## config.mk

```make
export PLATFORM = sky130hd
export DESIGN_NAME = cgra_config_loader
export DESIGN_NICKNAME = d
export VERILOG_FILES = /design/src/rtl/cgra_config_loader_pkg.sv /design/src/rtl/cgra_config_loader_reg.sv /design/src/rtl/cgra_config_loader.sv
export SDC_FILE = /design/constraint.sdc
export NUM_CORES = 1
export LEC_CHECK = 0
export BUFFER_PORTS_ARGS = -buffer_cell sky130_fd_sc_hd__buf_2
export CAP_MARGIN = 20
export CORE_ASPECT_RATIO = 2
export CORE_MARGIN = 3
export CORE_UTILIZATION = 25
export CTS_CLUSTER_DIAMETER = 50
export DETAILED_ROUTE_END_ITERATION = 10
export GPL_TIMING_DRIVEN = 0
export PLACE_DENSITY = 0.52
export SLEW_MARGIN = 40
export SYNTH_ARGS = -nofsm -noshare
export SYNTH_HDL_FRONTEND = slang
export SYNTH_SLANG_ARGS = --single-unit
```

## constraint.sdc

```tcl
create_clock -name clock -period 1.63 [get_ports clock]
set_input_delay 0.326 -clock clock [delete_from_list [all_inputs] [get_ports clock]]
set_output_delay 0.326 -clock clock [all_outputs]
set_load 0.1 [all_outputs]
```

## src/rtl/cgra_config_loader_pkg.sv

```systemverilog
`default_nettype none
// ============================================================================
// Module   : cgra_cfg_pkg
// Brief    : PE control-word layout, ALU/operand encodings and loader states.
// Revision : 1.0
// ============================================================================
package cgra_cfg_pkg;

    localparam int CTRL_W = 8;

    // Field positions inside one PE control word
    localparam int ALU_OP_LSB  = 0;
    localparam int ALU_OP_MSB  = 1;
    localparam int SEL_OP1_LSB = 2;
    localparam int SEL_OP1_MSB = 4;
    localparam int SEL_OP0_LSB = 5;
    localparam int SEL_OP0_MSB = 7;

    typedef enum logic [1:0] {
        ALU_OR  = 2'd0,
        ALU_AND = 2'd1,
        ALU_XOR = 2'd2,
        ALU_SHL = 2'd3
    } alu_op_e;

    typedef enum logic [2:0] {
        SEL_ZERO  = 3'd0,
        SEL_NORTH = 3'd1,
        SEL_EAST  = 3'd2,
        SEL_SOUTH = 3'd3,
        SEL_WEST  = 3'd4,
        SEL_SELF  = 3'd5,
        SEL_CONST = 3'd6,
        SEL_HOLD  = 3'd7
    } sel_op_e;

    typedef enum logic [1:0] {
        ST_IDLE   = 2'd0,
        ST_LOAD   = 2'd1,
        ST_COMMIT = 2'd2
    } loader_state_e;

    function automatic alu_op_e ctrl_alu_op(input logic [CTRL_W-1:0] word);
        return alu_op_e'(word[ALU_OP_MSB:ALU_OP_LSB]);
    endfunction

    function automatic sel_op_e ctrl_sel_op0(input logic [CTRL_W-1:0] word);
        return sel_op_e'(word[SEL_OP0_MSB:SEL_OP0_LSB]);
    endfunction

    function automatic sel_op_e ctrl_sel_op1(input logic [CTRL_W-1:0] word);
        return sel_op_e'(word[SEL_OP1_MSB:SEL_OP1_LSB]);
    endfunction

endpackage
`default_nettype wire

```

## src/rtl/cgra_config_loader_reg.sv

```systemverilog
`default_nettype none
// ============================================================================
// Module   : cgra_config_loader_reg
// Brief    : Generic enabled register with synchronous active-high reset.
// Revision : 1.0
// ============================================================================
module cgra_config_loader_reg #(
    parameter int               WIDTH     = 1,
    parameter logic [WIDTH-1:0] RESET_VAL = '0
) (
    input  logic             clock_i,
    input  logic             reset_i,
    input  logic             en_i,
    input  logic [WIDTH-1:0] d_i,
    output logic [WIDTH-1:0] q_o
);

    logic [WIDTH-1:0] data_q;

    always_ff @(posedge clock_i) begin
        if (reset_i) begin
            data_q <= RESET_VAL;
        end else if (en_i) begin
            data_q <= d_i;
        end
    end

    assign q_o = data_q;

endmodule
`default_nettype wire

```

## src/rtl/cgra_config_loader.sv

```systemverilog
`default_nettype none
// ============================================================================
// Module   : cgra_config_loader
// Brief    : Double-buffered PE configuration loader; shadow fill, 1-cycle commit.
// Revision : 1.0
// ============================================================================
module cgra_config_loader #(
    parameter int NUM_PE = 4,
    parameter int CTRL_W = cgra_cfg_pkg::CTRL_W
) (
    input  logic                         clock,
    input  logic                         reset,
    input  logic                         cfg_start,
    input  logic [CTRL_W-1:0]            cfg_data,
    input  logic                         cfg_valid,
    output logic                         cfg_ready,
    input  logic                         run,
    output logic [NUM_PE*CTRL_W-1:0]     pe_ctrl,
    output logic                         pe_en,
    output logic                         configured,
    output logic                         busy,
    output logic [$clog2(NUM_PE):0]      load_idx
);

    import cgra_cfg_pkg::*;

    localparam int               IDX_W    = $clog2(NUM_PE) + 1;
    localparam int               BANK_W   = NUM_PE * CTRL_W;
    localparam logic [IDX_W-1:0] LAST_IDX = IDX_W'(NUM_PE - 1);

    loader_state_e      state_q, state_d;
    logic [IDX_W-1:0]   load_idx_q, load_idx_d;
    logic               configured_q;
    logic               xfer;
    logic               commit;
    logic [BANK_W-1:0]  shadow_flat;

    always_ff @(posedge clock) begin
        if (reset) begin
            state_q      <= ST_IDLE;
            load_idx_q   <= '0;
            configured_q <= 1'b0;
        end else begin
            state_q    <= state_d;
            load_idx_q <= load_idx_d;
            if (commit) begin
                configured_q <= 1'b1;
            end
        end
    end

    // A restart in LOAD wins over a coincident transfer.
    always_comb begin
        state_d    = state_q;
        load_idx_d = load_idx_q;
        xfer       = 1'b0;
        commit     = 1'b0;
        cfg_ready  = 1'b0;
        busy       = 1'b0;
        case (state_q)
            ST_IDLE: begin
                if (cfg_start) begin
                    state_d    = ST_LOAD;
                    load_idx_d = '0;
                end
            end
            ST_LOAD: begin
                cfg_ready = 1'b1;
                busy      = 1'b1;
                if (cfg_start) begin
                    load_idx_d = '0;
                end else if (cfg_valid) begin
                    xfer       = 1'b1;
                    load_idx_d = load_idx_q + IDX_W'(1);
                    if (load_idx_q == LAST_IDX) begin
                        state_d = ST_COMMIT;
                    end
                end
            end
            ST_COMMIT: begin
                busy       = 1'b1;
                commit     = 1'b1;
                load_idx_d = '0;
                state_d    = ST_IDLE;
            end
            default: begin
                state_d    = ST_IDLE;
                load_idx_d = '0;
            end
        endcase
    end

    for (genvar i = 0; i < NUM_PE; i++) begin : g_shadow
        logic [CTRL_W-1:0] word_q;

        always_ff @(posedge clock) begin
            if (reset) begin
                word_q <= '0;
            end else if (xfer && (load_idx_q == IDX_W'(i))) begin
                word_q <= cfg_data;
            end
        end

        assign shadow_flat[i*CTRL_W +: CTRL_W] = word_q;
    end

    cgra_config_loader_reg #(
        .WIDTH     (BANK_W),
        .RESET_VAL ('0)
    ) u_active_bank (
        .clock_i (clock),
        .reset_i (reset),
        .en_i    (commit),
        .d_i     (shadow_flat),
        .q_o     (pe_ctrl)
    );

    cgra_config_loader_reg #(
        .WIDTH     (1),
        .RESET_VAL (1'b0)
    ) u_pe_en (
        .clock_i (clock),
        .reset_i (reset),
        .en_i    (1'b1),
        .d_i     (run & configured_q),
        .q_o     (pe_en)
    );

    assign configured = configured_q;
    assign load_idx   = load_idx_q;

endmodule
`default_nettype wire
```

==> impl_metrics.py <==
metrics = {
    "setup_path": {
        "setup.worst_path.class": "flop to output port",
        "worstRegToRegCells": 6,
        "worstPathMaxFanout": 3,
        "worstPathArrival_ns": 1.27,
        "worstSetupStartpointType": "flop",
        "crit_required_ns": 1.30,
        "end_kind": "output port",
    },
    "cts": {
        "cts_tree": "yes",
        "cts-hold-fix-buffers": 0,
        "htreeDepth": 3,
        "cts_made_buffers": 9,
        "cts_root_buf": "clkbuf_16",
        "clockBufferDepth": 2,
        "clk_pin_slew_ns": 0.06,
        "insertion_delay_ns": 0.34,
        "clock-sinks": 71,
        "cts_setup_buffers": 0,
    },
    "sta": {
        "final_max_slew_viol_count": 0,
        "final.setup_skew_ns": 0.00658,
        "max_slew_margin_pct": 66.8,
        "hold_viol_final": 0,
        "max_freq_mhz": 626,
        "rsz0062_at_grt": "true",
        "period_needed_ns": 1.60,
        "period_share_pct": 98.0,
        "worst_pin_slew_ns": 0.502,
        "setup_viol": 0,
    },
    "synth": {
        "netlist.area_leader.share_pct": 50.9,
        "yosys.area_share.adder_pct": 3.58,
        "synth.distinct_cells": 22,
        "synth_compound_area_share_pct": 2.46,
        "synth_top_area_cell": "dfxtp_1",
        "ys_ff_latch": 71,
        "synth_xor_xnor_area_share_pct": 0,
        "muxShareOfSynthArea_pct": 21.2,
        "yosysWarnings": 0,
        "synth_area_mm2": 0.00279,
        "synth_edf_count": 0,
        "ys_top_cells_by_area": "dfxtp_1, mux2i_1, nand2b_1",
        "syn_area_per_cell_um2": 10.2,
        "yosys_most_used_dff": "dfxtp_1",
        "synth_top_family_by_area": "multiplexers",
        "seq_area_frac_synth_pct": 50.9,
        "synth_cells": 274,
        "synth_simple_gate_area_share_pct": 18.3,
        "yosysMostFrequentCell": "dfxtp_1",
        "synth_common_cells": "dfxtp_1, mux2i_1, nor2_1",
        "syn-num-nets": 295,
        "synthArstFlopShare_pct": 0,
    },
    "floorplanning": {
        "die_h_um": 155,
        "die_area_mm2": 0.0126,
        "row_count": 54,
        "core_area_mm2": 0.0109,
        "initial_core_util_pct": 25.7,
        "num_io_pins": 52,
        "die_w_um": 80.7,
    },
    "cells_and_area": {
        "fillers": 1139,
        "multiInputGateArea_mm2": 0.00129,
        "diodes": 0,
        "fin_nets": 356,
        "final_util_pct": 32.8,
        "final_cells": 480,
        "drive_gt1_share_pct": 26.2,
        "syn2layout_area_growth_pct": 27.9,
        "seq_area_mm2": 0.00143,
    },
    "route": {
        "routed-wl-met3_um": 243,
        "wl_met1_um": 2680,
        "drtAntennaViolNets": 0,
        "drc": 0,
        "via_per_inst": 4.22,
        "drt-pass1-iter-count": 4,
        "drtIter0Drc": 88,
        "vias": 2024,
        "wl_met2_um": 3600,
        "wl_per_cell_um": 13.9,
        "routed_wl_um": 6680,
        "routed.top_layer": "met4",
    },
    "placed_design": {
        "numPortBuffers": 50,
        "placed_cells": 464,
        "globalplace.congestion": 0.755,
        "post-dp-hpwl_um": 5060,
    },
    "worst_hold_path": {
        "hold_path_depth": 3,
        "hold_path_class": "primary input to flop",
    },
    "pwr": {
        "switching_share_pct": 23.9,
        "p_clk_share_pct": 49.3,
        "pwr-share-comb_pct": 5.6,
        "p_int_mw": 2.95,
        "seqPwrFrac_pct": 45.1,
        "netSwitchingPower_mw": 0.927,
        "power_density_mw_per_mm2": 1090,
        "vdd_ir_drop_max_mv": 0.619,
        "leakage_nw": 1.51,
    },
    "global_routing": {
        "globalRouteOverflowTotal": 0,
        "antenna_found_initial": 0,
        "grt_usage_pct": 11.3,
        "grt_pass1_wl_um": 10600,
        "grt_max_degree": 14,
        "grt_pass1_vias": 2034,
    },
    "status": {
        "status": "completed",
    },
    "flow_run": {
        "cap_violations": 0,
    },
}
[sequential cells by signal (all words and copies together) (netlist names)]
register / count
u_pe_en.q_o: 1
g_shadow.word_q: 32
u_active_bank.q_o: 32
load_idx: 3
configured: 1
state_q: 2
[metal layers]
layer	up-vias	global-route usage, %
met1	960	12.1
met5	-	0
met2	33	19.9
met3	11	2.95
met4	0	6.12
li1	1020	-
[layout by cell type (no fill, tap or decap), types with 3 or more instances in the layout]
master	synthesis	final
a21oi_1	10	9
buf_2	10	55
clkbuf_1	4	5
clkbuf_16	0	10
clkbuf_4	0	3
clkinv_4	0	3
dfxtp_1	71	66
dfxtp_2	0	3
ha_1	8	7
inv_1	6	6
mux2i_1	57	56
nand2_1	19	19
nand2b_1	36	36
nor2_1	37	37
[path summary, 6_finish.rpt]
| kind | start | slack (ns) | endpoint |
|---|---|---|---|
| setup / recovery | state_q[0] | 0.03 | busy |
| hold / removal | run | 0.22 | u_pe_en.q_o |
| setup reg to reg | state_q[1] | 0.12 | g_shadow[0].word_q[7] |
| hold reg to reg | configured | 0.46 | u_pe_en.q_o |
[kinds of logic after synthesis]
logic type	after synthesis
multiplexers	59
buffers and inverters	21
adder cells (fa/ha/maj)	8
flip-flops	71
AO/OA/AOI/OAI	13
AND/OR/NAND/NOR	102
[stage by stage]
step | cell area (µm²) | setup slack [ns] | hold slack (ns) | total power [mW] | setup TNS, ns
3_5_place_dp | 3240 | 0.0588 | 0.452 | 1.99 | 0
3_3_place_gp | 3240 | 0.0988 | 0.432 | 1.99 | 0
6_report | 3570 | 0.0329 | 0.216 | 3.88 | 0
2_1_floorplan | 2810 | 0.0264 | 0.436 | 1.93 | 0
5_1_grt | 3570 | -0.00983 | 0.221 | 3.99 | -0.00983
4_1_cts | 3550 | 0.00965 | 0.213 | 3.90 | 0
[timing repair]
action                     CTS  global route
setup endpoints to repair    2            29
cloned                       0             0
resized for setup            6             8
pin swaps                    0             0
[power groups by stage]
stage	Clock [mW]	Sequential, mW	Combinational, mW
2_1_floorplan	0	1.79	0.138
3_3_place_gp	0	1.79	0.200
3_5_place_dp	0	1.79	0.202
4_1_cts	1.94	1.75	0.215
5_1_grt	2.01	1.75	0.232
6_report	1.91	1.75	0.217
[cell type report]
| type | instances | share of cell area, % |
|---|---|---|
| plain buffers | 15 | 2.35 |
| clock buffers | 11 | 7.11 |
| clock inverters | 5 | 1.12 |
| inverters | 6 | 0.630 |
| multi-input cells | 182 | 36.2 |
| flip-flops and latches | 71 | 40.1 |
| well taps | 140 | 4.90 |
| repair buffers | 50 | 7.60 |
[worst max-delay path, stage by stage, from the launching register on]
cell and delay [ns]:
dfxtp_2 0.35, inv_1 0.08, ha_1 0.33, buf_12 0.18
No activity file was read; power rests on OpenSTA's default activity.
